**src/rtl/scrambler_pkg.sv**
```systemverilog
// scrambler_pkg: shared types and constants for the tile scrambler
package scrambler_pkg;
   localparam int POS_COUNT = 6;
   localparam logic [7:0] LFSR_POLY = 8'hB8;
   typedef logic [2:0] pos_t;
   typedef enum logic [2:0] {IDLE, SHUFFLE, FIX, READY, SWAP} state_t;
   // map the 3-bit random value onto a legal position: 6->0, 7->1
   function automatic pos_t fold(input pos_t v);
      return (v > 3'd5) ? v - 3'd6 : v;
   endfunction
endpackage

```
**src/rtl/lfsr8.sv**
```systemverilog
// lfsr8: free-running 8-bit Galois LFSR (x^8+x^6+x^5+x^4+1), loads seed on reset
import scrambler_pkg::*;
module lfsr8 (
   input  logic       clk,
   input  logic       rst,
   input  logic [7:0] seed,
   output logic [7:0] q
);
   // right-shifting Galois form: feedback bit 0 xors the tap mask in
   always_ff @(posedge clk)
      q <= !rst ? seed : ({1'b0, q[7:1]} ^ (q[0] ? LFSR_POLY : 8'h00));
endmodule

```
**src/rtl/tile_scrambler.sv**
```systemverilog
// tile_scrambler: shuffles a 6-digit permutation, then applies user swaps; SCRAMBLE_DERANGE_EN rotates an identity result
import scrambler_pkg::*;
module tile_scrambler #(
   parameter int         NUM_SWAPS = 12,
   parameter logic [7:0] LFSR_SEED = 8'hA5
) (
   input  logic       clk,
   input  logic       rst,
   input  logic       en,
   input  logic       change,
   input  logic [2:0] sel_a,
   input  logic [2:0] sel_b,
   output logic [2:0] index1,
   output logic [2:0] index2,
   output logic [2:0] index3,
   output logic [2:0] index4,
   output logic [2:0] index5,
   output logic [2:0] index6,
   output logic       done,
   output logic       busy
);
   state_t     state;
   pos_t       perm [POS_COUNT];
   logic [5:0] cnt;
   pos_t       col;
   pos_t       r;
   logic       change_q;
   logic       pend;
   logic       rise;
   logic [7:0] lfsr_q;

   lfsr8 u_lfsr (.clk(clk), .rst(rst), .seed(LFSR_SEED), .q(lfsr_q));

   assign r = fold(lfsr_q[2:0]);
   assign rise = change & ~change_q;
   assign index1 = perm[0];
   assign index2 = perm[1];
   assign index3 = perm[2];
   assign index4 = perm[3];
   assign index5 = perm[4];
   assign index6 = perm[5];

`ifdef SCRAMBLE_DERANGE_EN
   logic ident;
   // flags a shuffle that ended back at identity
   always_comb begin
      ident = 1'b1;
      for (int k = 0; k < POS_COUNT; k++) if (perm[k] != pos_t'(k)) ident = 1'b0;
   end
`endif

   // control FSM with registered done/busy; perm only ever changes by swaps or whole rotations
   always_ff @(posedge clk) begin
      if (!rst) begin
         state    <= IDLE;
         done     <= 1'b0;
         busy     <= 1'b0;
         cnt      <= '0;
         col      <= '0;
         change_q <= 1'b0;
         pend     <= 1'b0;
         for (int k = 0; k < POS_COUNT; k++) perm[k] <= pos_t'(k);
      end else begin
         change_q <= change;
         if (state != IDLE && !en) begin
            state <= IDLE;
            done  <= 1'b0;
            busy  <= 1'b0;
            pend  <= 1'b0;
         end else begin
            case (state)
               IDLE: if (en) begin
                  for (int k = 0; k < POS_COUNT; k++) perm[k] <= pos_t'(k);
                  cnt   <= '0;
                  col   <= '0;
                  busy  <= 1'b1;
                  state <= SHUFFLE;
               end
               SHUFFLE: begin
                  perm[col] <= perm[r];
                  perm[r]   <= perm[col];
                  cnt       <= cnt + 6'd1;
                  col       <= (col == 3'd5) ? 3'd0 : col + 3'd1;
                  if (cnt == 6'(NUM_SWAPS - 1)) state <= FIX;
               end
               FIX: begin
`ifdef SCRAMBLE_DERANGE_EN
                  if (ident) for (int k = 0; k < POS_COUNT; k++) perm[k] <= perm[(k + 1) % POS_COUNT];
`endif
                  busy  <= 1'b0;
                  done  <= 1'b1;
                  state <= READY;
               end
               READY: if (rise || pend) begin
                  pend  <= 1'b0;
                  state <= SWAP;
               end
               SWAP: begin
                  if (sel_a <= 3'd5 && sel_b <= 3'd5) begin
                     perm[sel_a] <= perm[sel_b];
                     perm[sel_b] <= perm[sel_a];
                  end
                  if (rise) pend <= 1'b1;
                  state <= READY;
               end
               default: state <= IDLE;
            endcase
         end
      end
   end
endmodule

```
**config.mk**
```make
export PLATFORM = sky130hd
export DESIGN_NAME = tile_scrambler
export DESIGN_NICKNAME = d
export VERILOG_FILES = /design/src/rtl/scrambler_pkg.sv /design/src/rtl/lfsr8.sv /design/src/rtl/tile_scrambler.sv
export SDC_FILE = /design/constraint.sdc
export NUM_CORES = 1
export LEC_CHECK = 0
export CAP_MARGIN = 20
export CORE_ASPECT_RATIO = 1.75
export CORE_UTILIZATION = 39
export CTS_BUF_LIST = sky130_fd_sc_hd__clkbuf_8
export CTS_CLUSTER_DIAMETER = 60
export DETAILED_ROUTE_END_ITERATION = 16
export GPL_TIMING_DRIVEN = 0
export PLACE_DENSITY = 0.68
export SYNTH_ARGS = -nofsm -noshare
export SYNTH_HDL_FRONTEND = slang
export SYNTH_SLANG_ARGS = --single-unit
```
**constraint.sdc**
```tcl
create_clock -name clk -period 7.9 [get_ports clk]
set_clock_uncertainty 0.2 [all_clocks]
set_input_delay 0.79 -clock clk [delete_from_list [all_inputs] [get_ports clk]]
set_output_delay 0.79 -clock clk [all_outputs]
set_load 0.02 [all_outputs]
```
==> flow_summary.yaml, run 1 <==
clocking:
  clockRootBuffer: "clkbuf_8"
  post_cts_buffers: 0
  cts_tree: "yes"
  cts-buffers-inserted: 5
  cts_resized: 0
  clock_latency_ps: 320
  cts_max_level: 2
  clockBufferDepth: 2
  clk_pin_slew_ps: 90
  holdBufCountCts: 0
  cts.sinks: 51
logic_synthesis:
  synth_mux_area_share_pct: 17.5
  yosysSeqAreaShare_pct: 37.1
  syn_area_per_cell_sq_um: 10.0
  synth_compound_area_share_pct: 21.4
  yosys.area_share.simple_pct: 17.8
  yosys_register_bits: 51
  synth_async_sr_flop_share_pct: 0
  synth_xor_area_share_pct: 1.81
  yosys.cell_types.count: 70
  ys.flop_type: "dfxtp_1"
  synth-edff-count: 24
  yosysWarnings: 0
  syn-num-nets: 352
  syn-cell-area_sq_um: 3400
  synthCells: 339
  synthAdderAreaFrac_pct: 1.11
  synth_top_family_by_area: "compound AO/OA/AOI/OAI gates"
floorplan:
  coreArea_sq_um: 8370
  die_w_um: 72.5
  dieArea_sq_um: 9100
  start_util_pct: 40.6
  die_y_um: 125
  row_count: 44
  pin_count: 30
power:
  leakage_nw: 1.33
  peakVddDrop_mv: 0.102
  power_density_nw_per_um2: 165
drt:
  drc: 0
  avgRoutedWirePerCell_um: 19.6
  wirelength_mm: 9.58
  wl_met1_mm: 3.44
  vias_per_cell: 6.21
  antenna_left: 0
  drtPass1Iterations: 5
  vias: 3031
  met3_length_um: 490
  dr.first_iter.drc_count: 241
  dr_wl_met2_mm: 5.12
  highest_layer: "met4"
worst_setup_path:
  start_kind: "primary input"
  reg2reg_from: "u_lfsr.q[1]$_SDFF_PN0_"
  critPathMaxFanout: 9
  worst_ep_arrival_time_ps: 3760
  crit_required_ps: 7740
  critPathKind: "primary input to register"
  critPathLaunch: "rst"
  end_kind: "register"
placed_design:
  placed_area_sq_um: 3800
  placed_cells: 480
  gp_congestion: 0.911
  hpwl_mm: 7.31
  portBuffers: 25
  place_ws_ps: 3750
hold_path:
  hp-start: "u_lfsr.q[3]$_SDFF_PN0_"
  hp-class: "register to register"
finish:
  insertedDiodeCount: 0
  layout.nets: 385
  drive_gt1_share_pct: 14.5
  stdcell_area_sq_um: 3900
  n_fill_cell: 816
  syn_to_final_growth_pct: 14.9
  post-route-util_pct: 46.6
  instances_no_fill: 488
timing:
  finalCritPeriodShare_pct: 49.6
  slew_viol_final: 0
  setup-tns-final_ps: 0
  setup_slack_ps: 3980
  setup_viol: 0
  worst_pin_slew_ps: 972
  rsz0062_at_grt: "no"
  max_slew_margin_pct: 34.9
  fmax_mhz: 255
  min_period_ps: 3920
  hold_violations: 0
global_route:
  grt_pass1_vias: 2920
  antenna_found_initial: 0
  grt_max_degree: 16
  overflow: 0
  grt_pass1_wl_mm: 14.9
  grt_use_total_pct: 21.7
flow_run:
  maxCapViolCount: 0
outcome:
  status: "finished clean"
==> path summary, 6_finish.rpt <==
kind	end	slack, ps	depth (start not counted)
setup / recovery	perm[5][2]$_DFFE_PP_	3980	6
hold / removal	u_lfsr.q[2]$_SDFF_PN1_	220	1
setup reg to reg	perm[7][1]$_DFFE_PP_	4390	8
hold reg to reg	u_lfsr.q[2]$_SDFF_PN1_	220	1
==> per-layer routing <==
layer / vias to the layer above / global-route usage (%)
met2: 145 / 38.6
met4: 0 / 15.0
met1: 1463 / 22.8
li1: 1374 / -
met5: - / 0
met3: 49 / 2.90
==> cell usage after synthesis (7+ instances only) <==
library cell | instances | area share (%)
a22oi_1 | 7 | 1.5
mux4_2 | 12 | 8.0
nor2_1 | 24 | 2.7
mux2i_1 | 23 | 6.8
o21ai_0 | 18 | 2.7
nand2_1 | 23 | 2.5
and2_1 | 11 | 2.0
nor2b_1 | 8 | 1.5
mux2_2 | 7 | 2.3
clkbuf_1 | 11 | 1.2
a21oi_1 | 15 | 2.2
nand3_1 | 14 | 2.1
dfxtp_1 | 27 | 16
edfxtp_1 | 24 | 21
o22ai_1 | 12 | 2.2
==> cell usage in the layout, fill, tap and decap left out, drive strengths merged, types with 3 or more instances in the layout <==
| cell | instances |
|---|---|
| inv | 6 |
| a31oi | 5 |
| mux2i | 24 |
| and3 | 3 |
| mux4 | 12 |
| clkbuf | 18 |
| ha | 3 |
| o31ai | 4 |
| a22oi | 7 |
| nor2b | 8 |
| nand4 | 3 |
| or3 | 3 |
| nor2 | 25 |
| dfxtp | 27 |
| a32oi | 5 |
| o22ai | 12 |
| xor2 | 5 |
| nand2b | 3 |
| a211oi | 7 |
| buf | 7 |
| nor3 | 6 |
| mux2 | 7 |
| a21boi | 4 |
| o21ai | 20 |
| and2 | 11 |
| nand2 | 23 |
| edfxtp | 24 |
| a21oi | 18 |
| nand3 | 15 |
| clkdlybuf4s50 | 25 |
==> sequential cells by signal, summed over array words and instances, names as in the netlist, named ones only <==
register	cells
u_lfsr.q	8
pend	1
busy	1
state	3
done	1
cnt	6
perm	24
col	3
change_q	1
==> cells by family (layout without fill, tap and decap cells) <==
group	Yosys count	count (layout)
simple gates	112	112
compound gates	100	100
flops	51	51
mux	43	43
buf+inv	23	57
xor+xnor	7	7
fa+ha+maj	3	3
==> stage by stage <==
stage	power (mW)	hold slack (ps)
finish	0.645	223
global route	0.670	246
CTS	0.643	234
detailed placement	0.479	212
global placement	0.475	192
floorplan	0.426	185
==> where the power goes <==
part	internal [mW]	switching, mW
Clock	0.0798	0.0879
Sequential	0.291	0.0144
Combinational	0.0689	0.103
==> layout make-up <==
class | count | area [sq um] | share of cell area [%]
multi-input cells | 265 | 2020 | 51.9
flip-flops and latches | 51 | 1260 | 32.3
repair buffers | 26 | 258 | 6.61
well taps | 115 | 144 | 3.69
clock buffers | 7 | 96.3 | 2.47
plain buffers | 17 | 87.6 | 2.25
inverters | 6 | 22.5 | 0.577
clock inverters | 1 | 7.51 | 0.192
==> critical path: stages <==
cell and delay [ps]:
clkdlybuf4s50_1 630, or4b_4 530, a211oi_4 520, o21ai_2 330
o22ai_1 750, a22oi_1 200
Power figures use the tool's default switching activity.
==> inputs of run 2 (changes only) <==
==> constraint.sdc (replaced) <==
create_clock -name clk -period 4.1 [get_ports clk]
set_clock_uncertainty 0.2 [all_clocks]
set_input_delay 0.41 -clock clk [delete_from_list [all_inputs] [get_ports clk]]
set_output_delay 0.41 -clock clk [all_outputs]
set_load 0.02 [all_outputs]
==> run 2 against run 1 <==
Effect of this change:
- critical path depth is 2 higher
- flip-flop and latch count is the same
- register-to-register slack lost 3800 ps
- combinational power rose by 92%
- worst setup slack worse by 3400 ps
- highest routed layer unchanged
==> flow_summary.yaml, run 2 (synthesis results as in run 1) <==
worst_setup_path:
  critPathLaunch: "rst"
  cp_num_buf_inv: 2
  crit_slowest_cell: "a31oi_1"
  max_stage_delay_ps: 750
  worst_ep_arrival_time_ps: 3330
  reg2reg_from: "u_lfsr.q[1]$_SDFF_PN0_"
  cp_cell_sequence: "clkdlybuf4s50_1, or4b_4, and2_1, buf_4, nor2_1, nor2_1, a31oi_1, a32oi_1"
  critPathMaxFanout: 8
  start_kind: "primary input"
  end_kind: "register"
  crit_required_ps: 3910
  critPathKind: "primary input to register"
  path_common_cell: "nor2_1"
  path_delay_family: "simple AND/OR/NAND/NOR gates"
placed_design:
  portBuffers: 25
  hpwl_mm: 7.31
  gp_congestion: 0.911
drt:
  drc: 0
  wirelength_mm: 9.58
  vias_per_cell: 6.19
  vias: 3023
  avgRoutedWirePerCell_um: 19.6
  dr.first_iter.drc_count: 225
  drtPass1Iterations: 5
  antenna_left: 0
timing:
  worst_pin_slew_ps: 1000
  max_slew_margin_pct: 32.7
  setup-tns-final_ps: 0
  min_period_ps: 3520
  hold_violations: 0
  setup_viol: 0
  fmax_mhz: 284
  finalCritPeriodShare_pct: 85.9
  slew_viol_final: 0
  rsz0062_at_grt: "no"
power:
  p_total_mw: 1.24
  peakVddDrop_mv: 0.200
  p_switching_mw: 0.392
  leakage_nw: 1.33
  power.share.sequential_pct: 47.5
  p_comb_share_pct: 26.5
  intPower_mw: 0.848
  power_density_nw_per_um2: 318
  swShare_pct: 31.6
  power_frac_clock_pct: 25.9
finish:
  drive_gt1_share_pct: 14.5
  top_register: "perm"
  layout.nets: 385
  insertedDiodeCount: 0
  largest_reg_flops: 24
  n_fill_cell: 816
  final_cell_mix: "27 x dfxtp_1, 25 x clkdlybuf4s50_1, 24 x nor2_1, 24 x edfxtp_1"
  reg_top3: "perm x24, u_lfsr.q x8, cnt x6"
  syn_to_final_growth_pct: 14.9
  layout_commonest_cell: "dfxtp_1"
flow_run:
  maxCapViolCount: 0
clocking:
  clockRootBuffer: "clkbuf_8"
  clock_latency_ps: 310
  clk_pin_slew_ps: 90
  cts-buffers-inserted: 5
  cts_resized: 0
  cts.sinks: 51
  clockBufferDepth: 2
  cts_max_level: 2
  cts_tree: "yes"
  post_cts_buffers: 0
  holdBufCountCts: 0
floorplan:
  dieArea_sq_um: 9100
  pin_count: 30
  row_count: 44
  die_y_um: 125
  start_util_pct: 40.6
  die_w_um: 72.5
  coreArea_sq_um: 8370
global_route:
  antenna_found_initial: 0
  grt_pass1_vias: 2912
  grt_pass1_wl_mm: 14.9
  grt_use_total_pct: 21.7
  grt_max_degree: 16
  overflow: 0
hold_path:
  hp-start: "u_lfsr.q[3]$_SDFF_PN0_"
  hp-class: "register to register"
outcome:
  status: "finished clean"
==> run 2: cell counts in the layout (fill, tap and decap cells not counted) <==
Identical to the previous run, type by type.
==> run 2: metal layers <==
layer	vias up	routed length [um]	GRT usage (%)
met5	-	0	0
met3	41	507	3.14
met1	1456	3420	22.7
met2	151	5130	39.0
met4	0	521	14.4
li1	1375	-	-
==> run 2: power by group through the flow <==
stage / clock [mW] / sequential [mW] / combinational [mW]
after floorplan: 0 / 0.603 / 0.217
after global placement: 0 / 0.600 / 0.315
after detailed placement: 0 / 0.601 / 0.322
after CTS: 0.326 / 0.589 / 0.323
after global routing: 0.348 / 0.593 / 0.351
final: 0.322 / 0.589 / 0.329
==> run 2: path summary, 6_finish.rpt <==
check,to,slack [ps],cells past startpoint
setup reg to reg,perm[1][1]$_DFFE_PP_,620,8
setup / recovery,perm[2][1]$_DFFE_PP_,580,8
hold reg to reg,u_lfsr.q[2]$_SDFF_PN1_,220,1
hold / removal,u_lfsr.q[2]$_SDFF_PN1_,220,1
==> run 2: per-stage QoR <==
stage	hold WS (ps)	cell area, sq um	instances	util (%)	setup WS (ps)
global placement	192	3790	479	45.3	341
global route	246	3900	488	46.6	424
floorplan	185	3400	339	-	1300
detailed placement	212	3800	480	45.4	335
finish	223	3900	488	46.6	576
CTS	234	3900	488	46.6	649
==> run 2: final cells by class <==
type,count,area (sq um),area share [%]
clock buffer,7,96.3,2.47
buffer,17,87.6,2.25
sequential,51,1260,32.3
multi-input combinational,265,2020,51.9
clock inverter,1,7.51,0.192
tap,115,144,3.69
timing repair buffer,26,258,6.61
inverter,6,22.5,0.577
==> run 2: worst register-to-register path, cell delays in order (launching register included) <==
cell      delay (ps)
dfxtp_1          490
inv_2             80
ha_1             240
a21oi_1          330
mux2i_2          610
mux2i_1          260
a211oi_1         120
a211oi_2         660
o22ai_1          200
==> inputs of run 3 (changes only) <==
--- a/config.mk
+++ b/config.mk
@@ -5,6 +5,7 @@
 export SDC_FILE = /design/constraint.sdc
 export NUM_CORES = 1
 export LEC_CHECK = 0
+export ABC_CLOCK_PERIOD_IN_PS = 4100
 export CAP_MARGIN = 20
 export CORE_ASPECT_RATIO = 1.75
 export CORE_UTILIZATION = 39
==> results of run 3 <==
The final DEF is identical to that of run 2; final timing and power are the same.
==> RTL edit, RTL diff (config.mk and constraints of run 3) <==
The package constant `POS_COUNT` goes from 6 to 12.
--- a/src/rtl/scrambler_pkg.sv
+++ b/src/rtl/scrambler_pkg.sv
@@ -1,6 +1,6 @@
 // scrambler_pkg: shared types and constants for the tile scrambler
 package scrambler_pkg;
-   localparam int POS_COUNT = 6;
+   localparam int POS_COUNT = 12;
    localparam logic [7:0] LFSR_POLY = 8'hB8;
    typedef logic [2:0] pos_t;
    typedef enum logic [2:0] {IDLE, SHUFFLE, FIX, READY, SWAP} state_t;
Behaviour: same outputs for any inputs over 10 cycles, from zero or initial values and one cycle with rst low; that may be too few to reach the edited logic, so the function may still have changed.
==> RTL edit against run 3 <==
  * Sequential cell count stayed put
  * Core utilization hardly changed
  * Final area hardly changed
  * Routed wire length is 0.24% higher
  * Area after synthesis is 0.48% higher
  * Setup slack worse by 0.054 ns
  * First-iteration DRC count is 22% higher
  * Count of clock-buffer cells in the layout is 1 lower
  * Cell count is 2.5% higher
  * Maximum frequency is 1.5% lower
  * Total power is 6.3% lower
  * Critical path depth stayed put
  * Via count is 2.6% lower
  * Critical endpoint is now perm[1][2]$_DFFE_PP_
==> RTL edit: results (changes against run 3) <==
<table>
<tr><th>Metric</th><th>Value</th></tr>
<tr><th colspan="2">Outcome</th></tr>
<tr><td>Result of the run</td><td>complete, no violations</td></tr>
<tr><th colspan="2">Yosys</th></tr>
<tr><td>Synthesized-area fraction occupied by xor and xnor cells</td><td>2.05% (+0.25 points)</td></tr>
<tr><td>Top cells by area in the synthesized netlist</td><td>sky130_fd_sc_hd__edfxtp_1 21%, sky130_fd_sc_hd__dfxtp_1 16%, sky130_fd_sc_hd__mux4_2 9.9%, sky130_fd_sc_hd__mux2i_1 4.4%, sky130_fd_sc_hd__nand2_1 4.1%</td></tr>
<tr><td>Mux contribution to synthesized area</td><td>16.6% (-0.85 points)</td></tr>
<tr><td>Proportion of synthesized chip area in sequential cells</td><td>37.0% (-0.18 points)</td></tr>
<tr><td>Netlist cell types</td><td>57 (-19%)</td></tr>
<tr><th colspan="2">Finish</th></tr>
<tr><td>Final net count</td><td>397 (+3.1%)</td></tr>
<tr><td>Fin cells</td><td>500 (+2.5%)</td></tr>
<tr><td>Sequential share of cell area</td><td>32.3% (about the same)</td></tr>
<tr><td>Non-clk buf share</td><td>8.69% (-0.16 points)</td></tr>
<tr><td>Share of cells above drive strength 1</td><td>13.5% (-0.97 points)</td></tr>
<tr><td>Clock buffer count in the final layout</td><td>6 (-1)</td></tr>
<tr><td>Fill count</td><td>830 (+1.7%)</td></tr>
<tr><th colspan="2">Global routing</th></tr>
<tr><td>Met2 routing resource usage after global routing</td><td>41.6% (+2.6 points)</td></tr>
<tr><td>Met1 Resource Use GR</td><td>22.0% (-0.74 points)</td></tr>
<tr><td>Global-route wire length before repair</td><td>15300 um (+2.8%)</td></tr>
<tr><th colspan="2">Drt</th></tr>
<tr><td>Metal-1 WL</td><td>3390 um (-1.0%)</td></tr>
<tr><td>Per-cell via count in the routed design</td><td>5.89 (-5.0%)</td></tr>
<tr><td>Detailed-routed wire length on met2</td><td>5210 um (+1.4%)</td></tr>
<tr><th colspan="2">Worst setup path</th></tr>
<tr><td>First element of the critical path</td><td>u_lfsr.q[1]$_SDFF_PN0_</td></tr>
<tr><th colspan="2">Place</th></tr>
<tr><td>Placed cell count</td><td>492 (+2.5%)</td></tr>
<tr><td>Final Wtd Congestion</td><td>0.991 (+8.8%)</td></tr>
<tr><th colspan="2">Timing</th></tr>
<tr><td>Final worst hold slack</td><td>0.161 ns (-0.0628 ns)</td></tr>
<tr><td>Worst Max-Slew Pin Slew</td><td>0.997 ns (-0.00735 ns)</td></tr>
<tr><th colspan="2">Min path</th></tr>
<tr><td>Number of cells traversed by the worst hold path</td><td>2 (+1)</td></tr>
<tr><th colspan="2">Pwr</th></tr>
<tr><td>Worst-case vdd ir drop</td><td>127 uV (-37%)</td></tr>
<tr><td>Leakage dissipation</td><td>1.29 nW (-3.3%)</td></tr>
</table>
==> RTL edit: cell count changes in the layout (fill, tap and decap cells not counted), moves of 6 or more <==
cell | before | now
sky130_fd_sc_hd__nor3_1 | 4 | 10
sky130_fd_sc_hd__nand2_1 | 23 | 37
sky130_fd_sc_hd__mux2i_1 | 23 | 15
sky130_fd_sc_hd__o21ai_0 | 18 | 12
sky130_fd_sc_hd__nor2_1 | 24 | 35
==> RTL edit: worst max-delay path, stage by stage (launching register included) <==
cell and delay [ns]:
sky130_fd_sc_hd__dfxtp_1 0.47, sky130_fd_sc_hd__inv_1 0.11, sky130_fd_sc_hd__ha_1 0.24, sky130_fd_sc_hd__a21oi_1 0.24
sky130_fd_sc_hd__mux2i_1 0.78, sky130_fd_sc_hd__mux4_2 0.42, sky130_fd_sc_hd__nand3_1 0.09, sky130_fd_sc_hd__o211ai_1 0.40
sky130_fd_sc_hd__a22o_1 0.38
